## src/rtl/image_stream_pkg.sv

```systemverilog
// Shared definitions for the image stream source.
// Contents: controller state encoding, label width, default image geometry
// and a helper that gives a safe (non-zero) address width for small counts.
package image_stream_pkg;

    typedef enum logic [2:0] {
        IDLE     = 3'd0,
        NET_RST  = 3'd1,
        WAIT_RDY = 3'd2,
        STREAM   = 3'd3,
        WAIT_RES = 3'd4
    } state_t;

    localparam int LABEL_BITS  = 4;
    localparam int DEF_HEIGHT  = 28;
    localparam int DEF_WIDTH   = 28;
    localparam int DEF_PIX     = DEF_HEIGHT * DEF_WIDTH;

    // Width able to index n entries; never returns zero.
    function automatic int bits_for(input int n);
        return (n > 1) ? $clog2(n) : 1;
    endfunction

endpackage

```

## src/rtl/stream_skid_buf.sv

```systemverilog
// Two-entry skid buffer between the 1-cycle-latency pixel memory and the
// valid/ready pixel interface. The head entry drives the output and does not
// move until it is accepted, so data stays stable across stalls.
// Ports:
//   clk, rst          clock, synchronous active-high reset
//   push, push_data   write one entry (caller guarantees room)
//   valid, ready      output handshake; pop = valid & ready
//   data              head entry (0 after reset)
//   count             current occupancy, 0..2
module stream_skid_buf #(
    parameter int DATA_BITS = 8
) (
    input  logic                 clk,
    input  logic                 rst,
    input  logic                 push,
    input  logic [DATA_BITS-1:0] push_data,
    output logic                 valid,
    input  logic                 ready,
    output logic [DATA_BITS-1:0] data,
    output logic [1:0]           count
);

    logic [DATA_BITS-1:0] mem [2];
    logic                 wr_ptr;
    logic                 rd_ptr;
    logic                 pop;

    assign valid = (count != 2'd0);
    assign pop   = valid & ready;
    assign data  = mem[rd_ptr];

    always_ff @(posedge clk) begin
        if (rst) begin
            wr_ptr <= 1'b0;
            rd_ptr <= 1'b0;
            count  <= 2'd0;
            mem[0] <= '0;
            mem[1] <= '0;
        end else begin
            if (push) begin
                mem[wr_ptr] <= push_data;
                wr_ptr      <= ~wr_ptr;
            end
            if (pop) begin
                rd_ptr <= ~rd_ptr;
            end
            count <= count + {1'b0, push} - {1'b0, pop};
        end
    end

endmodule

```

## src/rtl/image_stream_source.sv

```systemverilog
// Image stream source: replaces the bench-side pixel feeder of full_network.
// For each of NUM_IMAGES images it pulses the network reset, fetches the label,
// streams HEIGHT*WIDTH pixels from pixel memory over valid/ready, then waits
// for the network result (or a timeout) and accumulates accuracy counters.
// Ports:
//   clk, rst                  clock, synchronous active-high reset
//   start                     begin a run (honoured in IDLE only)
//   pix_addr/rd_en/rdata      pixel memory, 1-cycle read latency
//   lbl_addr/rd_en/rdata      label memory, 1-cycle read latency
//   net_rst_n                 active-low reset to the network
//   data_out, valid_out       pixel stream to network; ready_in from network
//   class_in, result_valid    network classification and its valid level
//   busy, done                run in progress / one-cycle end-of-run pulse
//   image_count, correct_count, last_pred, timeout_err   run statistics
module image_stream_source
    import image_stream_pkg::*;
#(
    parameter int DATA_BITS      = 8,
    parameter int HEIGHT         = DEF_HEIGHT,
    parameter int WIDTH          = DEF_WIDTH,
    parameter int NUM_IMAGES     = 10,
    parameter int NET_RST_CYCLES = 2,
    parameter int TIMEOUT_CYCLES = 65536,
    localparam int PIX           = HEIGHT * WIDTH,
    localparam int PADDR_BITS    = $clog2(NUM_IMAGES * PIX),
    localparam int CNT_BITS      = $clog2(NUM_IMAGES + 1),
    localparam int LADDR_BITS    = bits_for(NUM_IMAGES)
) (
    input  logic                  clk,
    input  logic                  rst,
    input  logic                  start,
    output logic [PADDR_BITS-1:0] pix_addr,
    output logic                  pix_rd_en,
    input  logic [DATA_BITS-1:0]  pix_rdata,
    output logic [LADDR_BITS-1:0] lbl_addr,
    output logic                  lbl_rd_en,
    input  logic [LABEL_BITS-1:0] lbl_rdata,
    output logic                  net_rst_n,
    output logic [DATA_BITS-1:0]  data_out,
    output logic                  valid_out,
    input  logic                  ready_in,
    input  logic [LABEL_BITS-1:0] class_in,
    input  logic                  result_valid,
    output logic                  busy,
    output logic                  done,
    output logic [CNT_BITS-1:0]   image_count,
    output logic [CNT_BITS-1:0]   correct_count,
    output logic [LABEL_BITS-1:0] last_pred,
    output logic                  timeout_err
);

    localparam int IDX_BITS = $clog2(PIX + 1);
    localparam int TMO_BITS = $clog2(TIMEOUT_CYCLES + 1);
    localparam int NRC_BITS = bits_for(NET_RST_CYCLES);

    state_t state;
    state_t state_next;

    logic [LADDR_BITS-1:0] img;
    logic [PADDR_BITS-1:0] pix_base;
    logic [IDX_BITS-1:0]   rd_idx;
    logic [IDX_BITS-1:0]   xfer_cnt;
    logic [NRC_BITS-1:0]   rst_cnt;
    logic [TMO_BITS-1:0]   tmo_cnt;
    logic [LABEL_BITS-1:0] label;
    logic                  rd_vld_p1;
    logic                  lbl_vld_p1;
    logic [1:0]            buf_count;
    logic                  pop;
    logic                  room;
    logic                  last_xfer;
    logic                  res_hit;
    logic                  tmo_hit;
    logic                  img_last;

    function automatic logic [CNT_BITS-1:0] sat_inc(input logic [CNT_BITS-1:0] v);
        return (v == CNT_BITS'(NUM_IMAGES)) ? v : v + 1'b1;
    endfunction

    // Stage p0: read issue. A new read is allowed only if, after this edge's
    // pop and the in-flight word landing, at most one entry is occupied, so
    // the word it returns always finds a free slot.
    assign pop       = valid_out & ready_in;
    assign room      = ({1'b0, buf_count} + {2'b00, rd_vld_p1}) <= ({2'b00, pop} + 3'd1);
    assign pix_rd_en = (state == STREAM) && (rd_idx != IDX_BITS'(PIX)) && room;
    assign pix_addr  = pix_base + PADDR_BITS'(rd_idx);
    assign lbl_rd_en = (state == NET_RST) && (rst_cnt == '0);
    assign lbl_addr  = img;

    assign last_xfer = pop && (xfer_cnt == IDX_BITS'(PIX - 1));
    assign res_hit   = (state == WAIT_RES) && result_valid;
    // A result arriving on the timeout cycle takes priority.
    assign tmo_hit   = (state == WAIT_RES) && !result_valid &&
                       (tmo_cnt == TMO_BITS'(TIMEOUT_CYCLES));
    assign img_last  = (img == LADDR_BITS'(NUM_IMAGES - 1));

    // Stage p1: memory data returns and enters the skid buffer.
    stream_skid_buf #(
        .DATA_BITS (DATA_BITS)
    ) u_skid (
        .clk       (clk),
        .rst       (rst),
        .push      (rd_vld_p1),
        .push_data (pix_rdata),
        .valid     (valid_out),
        .ready     (ready_in),
        .data      (data_out),
        .count     (buf_count)
    );

    always_comb begin
        state_next = state;
        unique case (state)
            IDLE:     if (start) state_next = NET_RST;
            NET_RST:  if (rst_cnt == NRC_BITS'(NET_RST_CYCLES - 1)) state_next = WAIT_RDY;
            WAIT_RDY: if (ready_in) state_next = STREAM;
            STREAM:   if (last_xfer) state_next = WAIT_RES;
            WAIT_RES: if (res_hit || tmo_hit) state_next = img_last ? IDLE : NET_RST;
            default:  state_next = IDLE;
        endcase
    end

    // Label is reloaded for every image, so it needs no reset.
    always_ff @(posedge clk) begin
        if (lbl_vld_p1) begin
            label <= lbl_rdata;
        end
    end

    always_ff @(posedge clk) begin
        if (rst) begin
            state         <= IDLE;
            net_rst_n     <= 1'b0;
            busy          <= 1'b0;
            done          <= 1'b0;
            img           <= '0;
            pix_base      <= '0;
            rd_idx        <= '0;
            xfer_cnt      <= '0;
            rst_cnt       <= '0;
            tmo_cnt       <= '0;
            rd_vld_p1     <= 1'b0;
            lbl_vld_p1    <= 1'b0;
            image_count   <= '0;
            correct_count <= '0;
            last_pred     <= '0;
            timeout_err   <= 1'b0;
        end else begin
            state      <= state_next;
            net_rst_n  <= (state_next != NET_RST);
            busy       <= (state_next != IDLE);
            done       <= (state == WAIT_RES) && (state_next == IDLE);
            rd_vld_p1  <= pix_rd_en;
            lbl_vld_p1 <= lbl_rd_en;

            unique case (state)
                IDLE: begin
                    if (start) begin
                        image_count   <= '0;
                        correct_count <= '0;
                        timeout_err   <= 1'b0;
                        img           <= '0;
                        pix_base      <= '0;
                        rst_cnt       <= '0;
                    end
                end
                NET_RST: begin
                    rd_idx   <= '0;
                    xfer_cnt <= '0;
                    if (rst_cnt == NRC_BITS'(NET_RST_CYCLES - 1)) begin
                        rst_cnt <= '0;
                    end else begin
                        rst_cnt <= rst_cnt + 1'b1;
                    end
                end
                STREAM: begin
                    if (pix_rd_en) rd_idx   <= rd_idx + 1'b1;
                    if (pop)       xfer_cnt <= xfer_cnt + 1'b1;
                    if (last_xfer) tmo_cnt  <= '0;
                end
                WAIT_RES: begin
                    tmo_cnt <= tmo_cnt + 1'b1;
                    if (res_hit) begin
                        last_pred   <= class_in;
                        image_count <= sat_inc(image_count);
                        if (class_in == label) begin
                            correct_count <= sat_inc(correct_count);
                        end
                    end else if (tmo_hit) begin
                        image_count <= sat_inc(image_count);
                        timeout_err <= 1'b1;
                    end
                    if ((res_hit || tmo_hit) && !img_last) begin
                        img      <= img + 1'b1;
                        pix_base <= pix_base + PADDR_BITS'(PIX);
                        rst_cnt  <= '0;
                    end
                end
                default: ;
            endcase
        end
    end

endmodule

```

## config.mk

```make
export PLATFORM = sky130hd
export DESIGN_NAME = image_stream_source
export DESIGN_NICKNAME = d
export VERILOG_FILES = /design/src/rtl/image_stream_pkg.sv /design/src/rtl/stream_skid_buf.sv /design/src/rtl/image_stream_source.sv
export SDC_FILE = /design/constraint.sdc
export NUM_CORES = 1
export LEC_CHECK = 0
export CORE_ASPECT_RATIO = 2
export CORE_UTILIZATION = 40
export DETAILED_ROUTE_END_ITERATION = 10
export PLACE_DENSITY = 0.72
export SLEW_MARGIN = 10
export SYNTH_ARGS = -nofsm -noshare
export SYNTH_HDL_FRONTEND = slang
export SYNTH_SLANG_ARGS = --single-unit
```

## constraint.sdc

```tcl
create_clock -name clk -period 2.8 [get_ports clk]
set_input_delay 0.42 -clock clk [delete_from_list [all_inputs] [get_ports clk]]
set_output_delay 0.42 -clock clk [all_outputs]
set_load 0.05 [all_outputs]
```

# Yosys cells after proc, flatten, opt, wreduce, memory -nomap -nowiden
# Memory sizes are Yosys's and may differ from the RTL's. A register that Yosys moved wholly into a read port is not among the register bits.
# Index checks and enable logic that the tools add are counted.
# word_totals
ram_bits	16
reg_bits	84
elab_cells	136
inputBits	21
memories	1
out_inout_bits	44
# memory_table
name	words	word_bits	rd	rd_clocked_by_memory_dff	write_ports	line_no	text
u_skid.mem	2	8	1	1	2	stream_skid_buf.sv:23	logic [DATA_BITS-1:0] mem [2];
# op_classes
n_lt_le_gt_ge	1
n_bitwise	4
reduce_logical	30
muxes	44
add_sub_neg	13
n_eq_ne	23
# ops
op	count
case mux 10 bit (2 select lines)	2
case mux 17 bit (2 select lines)	1
two-way mux 4 bit	8
two-way mux 13 bit	2
case mux 13 bit (2 select lines)	1
case mux 4 bit (2 select lines)	3
adder 10 x 1 -> 10 bit (second input constant)	2
two-way mux 10 bit	2
adder 17 x 1 -> 17 bit (second input constant)	1
== test 17 bit (second input constant)	1
two-way mux 17 bit	1
inequality test 2 bit (second input constant)	8
two-way mux 1 bit	15
two-way mux 3 bit	5
case mux 3 bit (5 select lines)	1
adder 13 x 10 -> 13 bit	1
adder 13 x 10 -> 13 bit (second input constant)	1
adder 4 x 1 -> 4 bit (second input constant)	3
== test 4 bit (second input constant)	3
== test 10 bit (second input constant)	1
inequality test 10 bit (second input constant)	1
logical AND 1 bit	9
AND reduction 3 bit	3
two-way mux 8 bit	1
other kinds (26)	39

# Logic depth before layout (Yosys ltp)
# Gate-level depths: netlist of the first run.
# logic_depth
depth_word	8
depth_mapped	8
ltp_nobuf	8

# Modules after synthesis
# From an unflattened synthesis of the first run, not the netlist that was laid out.
# hier_totals
hier_cells	547
area_unflattened_um2	5009.8
# by_module_without_submodules
mod	n_inst	cells_per_inst	seq_area_each_um2	area_per_inst_um2
image_stream_source	1	472	1561.5	4066.4
stream_skid_buf	1	75	580.6	943.4

# Least setup slack after synthesis of the first run
# OpenSTA, ideal clock, no wires.
# synth_path
path_type	register to output
startpoint	register u_skid.count[0]
endpoint	output port pix_rd_en
path_slack_ns	-0.141
required_ns	2.380
arrival_ns	2.521
n_path_buf	0
path_stages_with_launch	7
cell_sequence	dfxtp_1 o21ai_1 inv_1 fa_1 or3b_2 a21oi_2 and2_1
# synth_between
elab_chain_cells	5
elab_cells_between_ends	6
cone_classes	2 x add/sub; 1 x order compare; 1 x bitwise; 2 x reduce/logical
# synth_rtl
element	line_no	text
start: declaration	stream_skid_buf.sv:20	output logic [1:0] count
start signal: assignment	stream_skid_buf.sv:47	count <= count + {1'b0, push} - {1'b0, pop};
nonzero test 2 bit	stream_skid_buf.sv:28	assign valid = (count != 2'd0);
AND 1 bit	image_stream_source.sv:83	assign pop = valid_out & ready_in;
net pop	image_stream_source.sv:69	logic pop;
adder 1 x 1 -> 2 bit	image_stream_source.sv:84	assign room = ({1'b0, buf_count} + {2'b00, rd_vld_p1}) <= ({2'b00, pop} + 3'd1);
<= comparator 3 x 2 -> 1 bit	image_stream_source.sv:84	
logical AND 1 bit	image_stream_source.sv:85	assign pix_rd_en = (state == STREAM) && (rd_idx != IDX_BITS'(PIX)) && room;
end: declaration	image_stream_source.sv:33	output logic pix_rd_en,
# The timed path passes the listed nets, and every way through them passes these cells.

# Worst setup path after layout of the first run
# layout_path
startpoint	register rd_vld_p1
endpoint	output port pix_rd_en
# layout_between
elab_chain_cells	3
# layout_rtl
element	line_no	text
start: declaration	image_stream_source.sv:66	logic rd_vld_p1;
start signal: assignment	image_stream_source.sv:153	rd_vld_p1 <= pix_rd_en;
adder 2 x 1 -> 3 bit	image_stream_source.sv:84	
<= comparator 3 x 2 -> 1 bit	image_stream_source.sv:84	
logical AND 1 bit	image_stream_source.sv:85	
# No other way between the ends.

==> results of run 1 <==
==> registers in the layout (all words and copies together) (netlist names), named ones only <==
name,cells
busy,1
correct_count,4
done,1
image_count,4
label,4
last_pred,4
lbl_addr,4
lbl_vld_p1,1
net_rst_n,1
pix_base,9
rd_idx,10
rd_vld_p1,1
rst_cnt,1
state,3
timeout_err,1
tmo_cnt,17
u_skid.count,2
u_skid.mem,16
u_skid.rd_ptr,1
u_skid.wr_ptr,1
xfer_cnt,10
==> cells by family (layout without fill, tap and decap cells) <==
group / count (synthesis) / count (layout) / share of synthesized area
fa+ha+maj: 24 / 24 / 0.0626
simple gates: 217 / 217 / 0.241
xor+xnor: 34 / 34 / 0.0606
buf+inv: 50 / 123 / 0.0405
compound gates: 101 / 101 / 0.126
flops: 97 / 97 / 0.436
mux: 15 / 15 / 0.0331
==> final timing paths <==
| path | startpoint | slack [ns] | cells after the start | endpoint |
|---|---|---|---|---|
| worst max-delay path | rd_vld_p1 | 0.10 | 7 | pix_rd_en |
| worst min-delay path | rst | 0.39 | 2 | u_skid.wr_ptr |
| worst max register to register | state[2] | 0.33 | 5 | pix_base[11] |
| worst min register to register | last_pred[2] | 0.46 | 2 | last_pred[2] |
==> power by group through the flow <==
stage / Clock [mW] / Combinational (mW) / Sequential, mW
after global routing: 1.36 / 0.564 / 1.51
after detailed placement: 0 / 0.499 / 1.54
final: 1.29 / 0.522 / 1.51
after global placement: 0 / 0.485 / 1.53
after CTS: 1.31 / 0.518 / 1.50
after floorplan: 0 / 0.342 / 1.52
==> final cells by class <==
| class | instances | area, µm² | share of cell area |
|---|---|---|---|
| Multi-Input combinational cell | 391 | 2610 | 0.422 |
| Sequential cell | 97 | 2140 | 0.347 |
| Timing Repair Buffer | 83 | 838 | 0.136 |
| Clock buffer | 10 | 239 | 0.0387 |
| Tap cell | 147 | 184 | 0.0298 |
| Inverter | 24 | 90.1 | 0.0146 |
| Clock inverter | 6 | 73.8 | 0.0119 |
==> metal layers <==
layer | GRT usage | up-vias
met5 | 0 | -
met4 | 0.0974 | 0
met3 | 0.0339 | 27
met2 | 0.352 | 72
met1 | 0.189 | 2024
li1 | - | 2048
==> repair_timing <==
item	CTS	global route
setup endpoints to repair	1	5
hold buffers	0	0
resized for setup	4	7
setup buffers	1	1
pin swaps	2	3
cloned	0	0
==> worst max-delay path, delay by kind of cell (launching register included) <==
family                   cells  cell delay [ns]
adder cells (fa/ha/maj)      2             0.61
AND/OR/NAND/NOR              2             0.59
buffers and inverters        2             0.17
flip-flops                   1             0.40
AO/OA/AOI/OAI                1             0.16
==> placed cells by master (no fill, tap or decap), types with 7 or more instances in the layout <==
cell / Yosys / layout
nand3_1: 26 / 26
a21oi_1: 44 / 43
clkbuf_16: 0 / 9
o21ai_0: 16 / 16
and2_1: 18 / 17
xnor2_1: 19 / 19
mux2_2: 10 / 10
buf_4: 2 / 21
edfxtp_1: 20 / 20
clkdlybuf4s50_1: 0 / 53
dfxtp_1: 77 / 75
nand4_1: 12 / 12
or2_2: 7 / 7
nor2_1: 57 / 57
and3_1: 7 / 7
nand2_1: 32 / 32
inv_1: 24 / 23
xor2_1: 15 / 15
ha_1: 23 / 22
nor3_1: 9 / 9
or3_1: 10 / 10
==> impl_metrics.yaml, run 1 <==
logic_synthesis:
  synth_edf_count: 20
  ys_ff_latch: 97
  syn_inst: 538
  synth.cells.most_frequent: "dfxtp_1, nor2_1, a21oi_1, nand2_1, nand3_1"
  synth.area.top_cells: "dfxtp_1, edfxtp_1, ha_1"
  syn_nets: 583
  yosysTopAreaCellShare: 0.313
  syn_area_mm2: 0.00492
  yosysUniqueCellTypes: 60
  yosysTopAreaCell: "dfxtp_1"
  seq_area_frac_synth: 0.436
  yosys_warnings: 0
  synth_ff_type: "dfxtp_1"
  async_flop_share: 0
  syn_avg_cell_area_um2: 9.14
  post-synth-top-count-cell: "dfxtp_1"
sta:
  max_freq_mhz: 371
  tightest_slew_ns: 0.779
  tns_ns: 0
  drv_slew: 0
  hold_viol: 0
  fin_hold_ws_ns: 0.391
  setup_viol: 0
  maxSlewHeadroom: 0.479
  fin_worst_skew_ns: 0.00820
  setup_ws_ns: 0.103
  post-route-period-util: 0.963
  finalCriticalPeriod_ns: 2.70
drt:
  met3_length_um: 298
  top_layer_used: "met4"
  drtAntennaViolNets: 0
  drtPass1Iterations: 4
  wl_mm: 11.5
  routed_via_density: 5.50
  wl_met1_mm: 4.30
  drc: 0
  wl_per_cell_um: 15.1
  vias: 4171
  first_iter_violations: 156
  wl_met2_mm: 6.51
cts:
  cts_tree: "yes"
  clk_latency_ns: 0.34
  numCtsBuffers: 9
  clk_pin_slew_worst_paths_ns: 0.07
  clockBufferDepth: 2
  cts-root-buf: "clkbuf_16"
  htree_num_levels: 3
  cts_sinks: 97
floorplanning:
  core.rowCount: 57
  die_h_um: 159
  initial_core_util: 0.408
  die_x_um: 80.4
  io_pins: 65
  core_mm2: 0.0121
  die_area_mm2: 0.0128
power_and_ir_drop:
  p_clk_frac: 0.388
  p_leak_nw: 2.26
  p_int_mw: 2.41
  seq_power_share: 0.455
  peakVddDrop_uv: 418
  total_power_mw: 3.31
  p_per_area_mw_per_mm2: 536
  switching_power_mw: 0.902
  p_comb_frac: 0.157
  switching_share: 0.272
cells_and_area:
  drive_above_1_share: 0.131
  final_util: 0.513
  final_area_mm2: 0.00618
  fill_cells: 1129
  fin_cells: 758
  diodes: 0
  nets: 651
  areaGrowthSynthToFinish_pct: 25.6
global_routing:
  track_usage: 0.189
  grt_pass1_vias: 4237
  grt_pass1_wl_mm: 19.0
  overflow: 0
  grt_antenna_before_repair: 0
  grt_start_max_net_pins: 48
placed_design:
  pre_cts_ws_ns: -0.201
  dp_cells: 740
  gp_congestion: 0.896
  place_area_mm2: 0.00581
  dp_hpwl_mm: 8.60
  io_buffer_count: 64
worst_setup_path:
  crit_fanout: 2
  cp-end-kind: "primary output"
  max_stage_delay_ns: 0.46
  worstPathCellList: "ha_4 -> inv_1 -> fa_1 -> or3b_4 -> a21oi_4 -> and2_4 -> buf_12"
  critPathLaunchType: "flip-flop"
  crit_required_ns: 2.38
  cp_slowest_cell: "fa_1"
  arrival_ns: 2.28
  crit_type: "flip-flop to primary output"
run_status:
  status: "finished, final reports clean"
flow_run:
  drv_cap: 0
worst_hold_path:
  hold_class: "primary input to flip-flop"
Note: power is estimated with default switching activity, not from simulation.
==> inputs of run 2 (changes only) <==
- CORE_MARGIN: unset -> 10
==> run 2 against run 1 <==
Against the previous run:
- routed wire length up 4.5%
- maximum frequency decreased by 0.67%
- first-iteration DRC count is 44% higher
- largest cell class unchanged
- non-clock buffer count fell by 1
- combinational power grew 8.2%
- flip-flop and latch count stayed put
- die area rose by 36%
- sequential power about the same
- utilization decreased by 0.47 points
- hold slack better by 0.071 ns
- design area is 0.32% lower
- total power fell by 0.69%
==> impl_metrics.yaml, run 2 (synthesis gave the netlist of run 1 again) <==
run_status:
  status: "finished, final reports clean"
sta:
  setup_viol: 0
  max_freq_mhz: 368
  setup_ws_ns: 0.0854
  fin_worst_skew_ns: 0.00661
  maxSlewHeadroom: 0.520
  post-route-period-util: 0.969
  hold_viol: 0
  tightest_slew_ns: 0.718
  finalCriticalPeriod_ns: 2.71
  fin_hold_ws_ns: 0.462
  drv_slew: 0
power_and_ir_drop:
  peakVddDrop_uv: 378
  total_power_mw: 3.29
  p_leak_nw: 2.25
  p_per_area_mw_per_mm2: 534
global_routing:
  grt_pass1_wl_mm: 19.7
  track_usage: 0.135
  overflow: 0
  grt_start_max_net_pins: 31
  grt_pass1_vias: 4176
  grt_antenna_before_repair: 0
worst_setup_path:
  max_stage_delay_ns: 0.48
  crit_type: "flip-flop to primary output"
  path_buf_inv: 2
  r2r_start: "u_skid.count[0]"
  worstRegToRegCells: 11
  arrival_ns: 2.29
  worst_r2r_endpoint: "rd_idx[7]"
  cp-end-kind: "primary output"
  worstPathCellList: "ha_1 -> inv_1 -> fa_1 -> or3b_4 -> a21oi_4 -> and2_4 -> buf_12"
  cp_slowest_cell: "fa_1"
  cpLargestDelayFamily: "adder cells"
  worstSetupStartpoint: "u_skid.count[0]"
  crit_fanout: 3
  crit_required_ns: 2.38
  r2r_setup_slack_ns: 0.33
  critPathLaunchType: "flip-flop"
cells_and_area:
  drive_above_1_share: 0.125
  diodes: 0
  final_common_cell: "dfxtp_1"
  top_regs: "tmo_cnt x17, u_skid.mem x16"
  fin_cells: 757
  regMostFlops: "tmo_cnt"
  areaGrowthSynthToFinish_pct: 25.2
  largest_reg_flops: 17
  final_cell_mix: "dfxtp_1, nor2_1, clkdlybuf4s50_1"
  nets: 650
cts:
  cts_sinks: 97
  clockBufferDepth: 2
  numCtsBuffers: 9
  clk_latency_ns: 0.34
  cts_tree: "yes"
  htree_num_levels: 3
  cts_hold_buf: 0
  clk_pin_slew_worst_paths_ns: 0.07
  cts-root-buf: "clkbuf_16"
drt:
  drc: 0
  vias: 4158
  drtAntennaViolNets: 0
  drtPass1Iterations: 4
  routed_via_density: 5.49
  first_iter_violations: 224
  wl_per_cell_um: 15.8
  wl_mm: 12.0
floorplanning:
  initial_core_util: 0.406
  core_mm2: 0.0121
  core.rowCount: 57
  die_x_um: 98.4
  io_pins: 65
  die_area_mm2: 0.0174
  die_h_um: 177
placed_design:
  dp_cells: 738
  io_buffer_count: 64
  pre_cts_ws_ns: -0.217
  dp_hpwl_mm: 9.01
  gp_congestion: 0.810
flow_run:
  drv_cap: 0
worst_hold_path:
  hp-start: "last_pred[3]"
  holdPathEnd: "last_pred[3]"
  hold_class: "flip-flop to flip-flop"
  hold_path_depth: 2
==> run 2: how the worst max path moves through the flow <==
stage	end	slack (ns)	depth (start not counted)
3_5_place_dp	rd_idx[6]	-0.22	10
5_1_grt	pix_addr[10]	-0.04	7
3_3_place_gp	rd_idx[6]	-0.15	10
2_1_floorplan	pix_rd_en	0.05	6
6_report	pix_rd_en	0.09	7
4_1_cts	pix_addr[12]	0.02	7
==> run 2: tightest hold or removal path, cell delays in order (launching register included) <==
cell and delay [ns]:
dfxtp_1 0.31, nand2_1 0.05, a21oi_1 0.05
==> run 2: timing repair <==
item,CTS,global route
setup endpoints to repair,1,4
gates cloned,0,0
buffers inserted,3,0
pin swaps,4,2
resized for setup,5,5
==> run 2: cell type report <==
| type | instances | area, µm² |
|---|---|---|
| inverters | 24 | 90.1 |
| multi-input cells | 391 | 2620 |
| well taps | 147 | 184 |
| clock buffers | 9 | 225 |
| repair buffers | 82 | 827 |
| clock inverters | 7 | 68.8 |
| flip-flops and latches | 97 | 2140 |
| fillers | 1124 | 5970 |
==> run 2: power breakdown <==
part	switching (mW)	internal, mW	total, mW
registers	0.0399	1.46	1.50
logic	0.323	0.243	0.565
clock network	0.533	0.690	1.22
total	0.896	2.40	3.29
==> run 2: metrics by stage <==
stage | cell area, µm² | TNS [ns] | utilization
2_1_floorplan | 4920 | 0 | -
3_3_place_gp | 5800 | -0.727 | 0.478
3_5_place_dp | 5800 | -1.48 | 0.478
4_1_cts | 6140 | 0 | 0.506
5_1_grt | 6160 | -0.0651 | 0.508
6_report | 6160 | 0 | 0.508
==> run 2: metal layers <==
layer | share of wire | global-route usage | vias up | routed length, µm
met5 | 0 | 0 | - | 0
met1 | 0.36 | 0.130 | 2014 | 4360
li1 | - | - | 2045 | -
met3 | 0.038 | 0.0270 | 20 | 453
met4 | 0.022 | 0.0594 | 0 | 269
met2 | 0.57 | 0.263 | 79 | 6880
==> inputs of run 3 (changes only) <==
- CTS_CLUSTER_DIAMETER: unset -> 120
==> results of run 3 <==
Same layout as run 2: the final DEF is identical, and so are final timing and power.
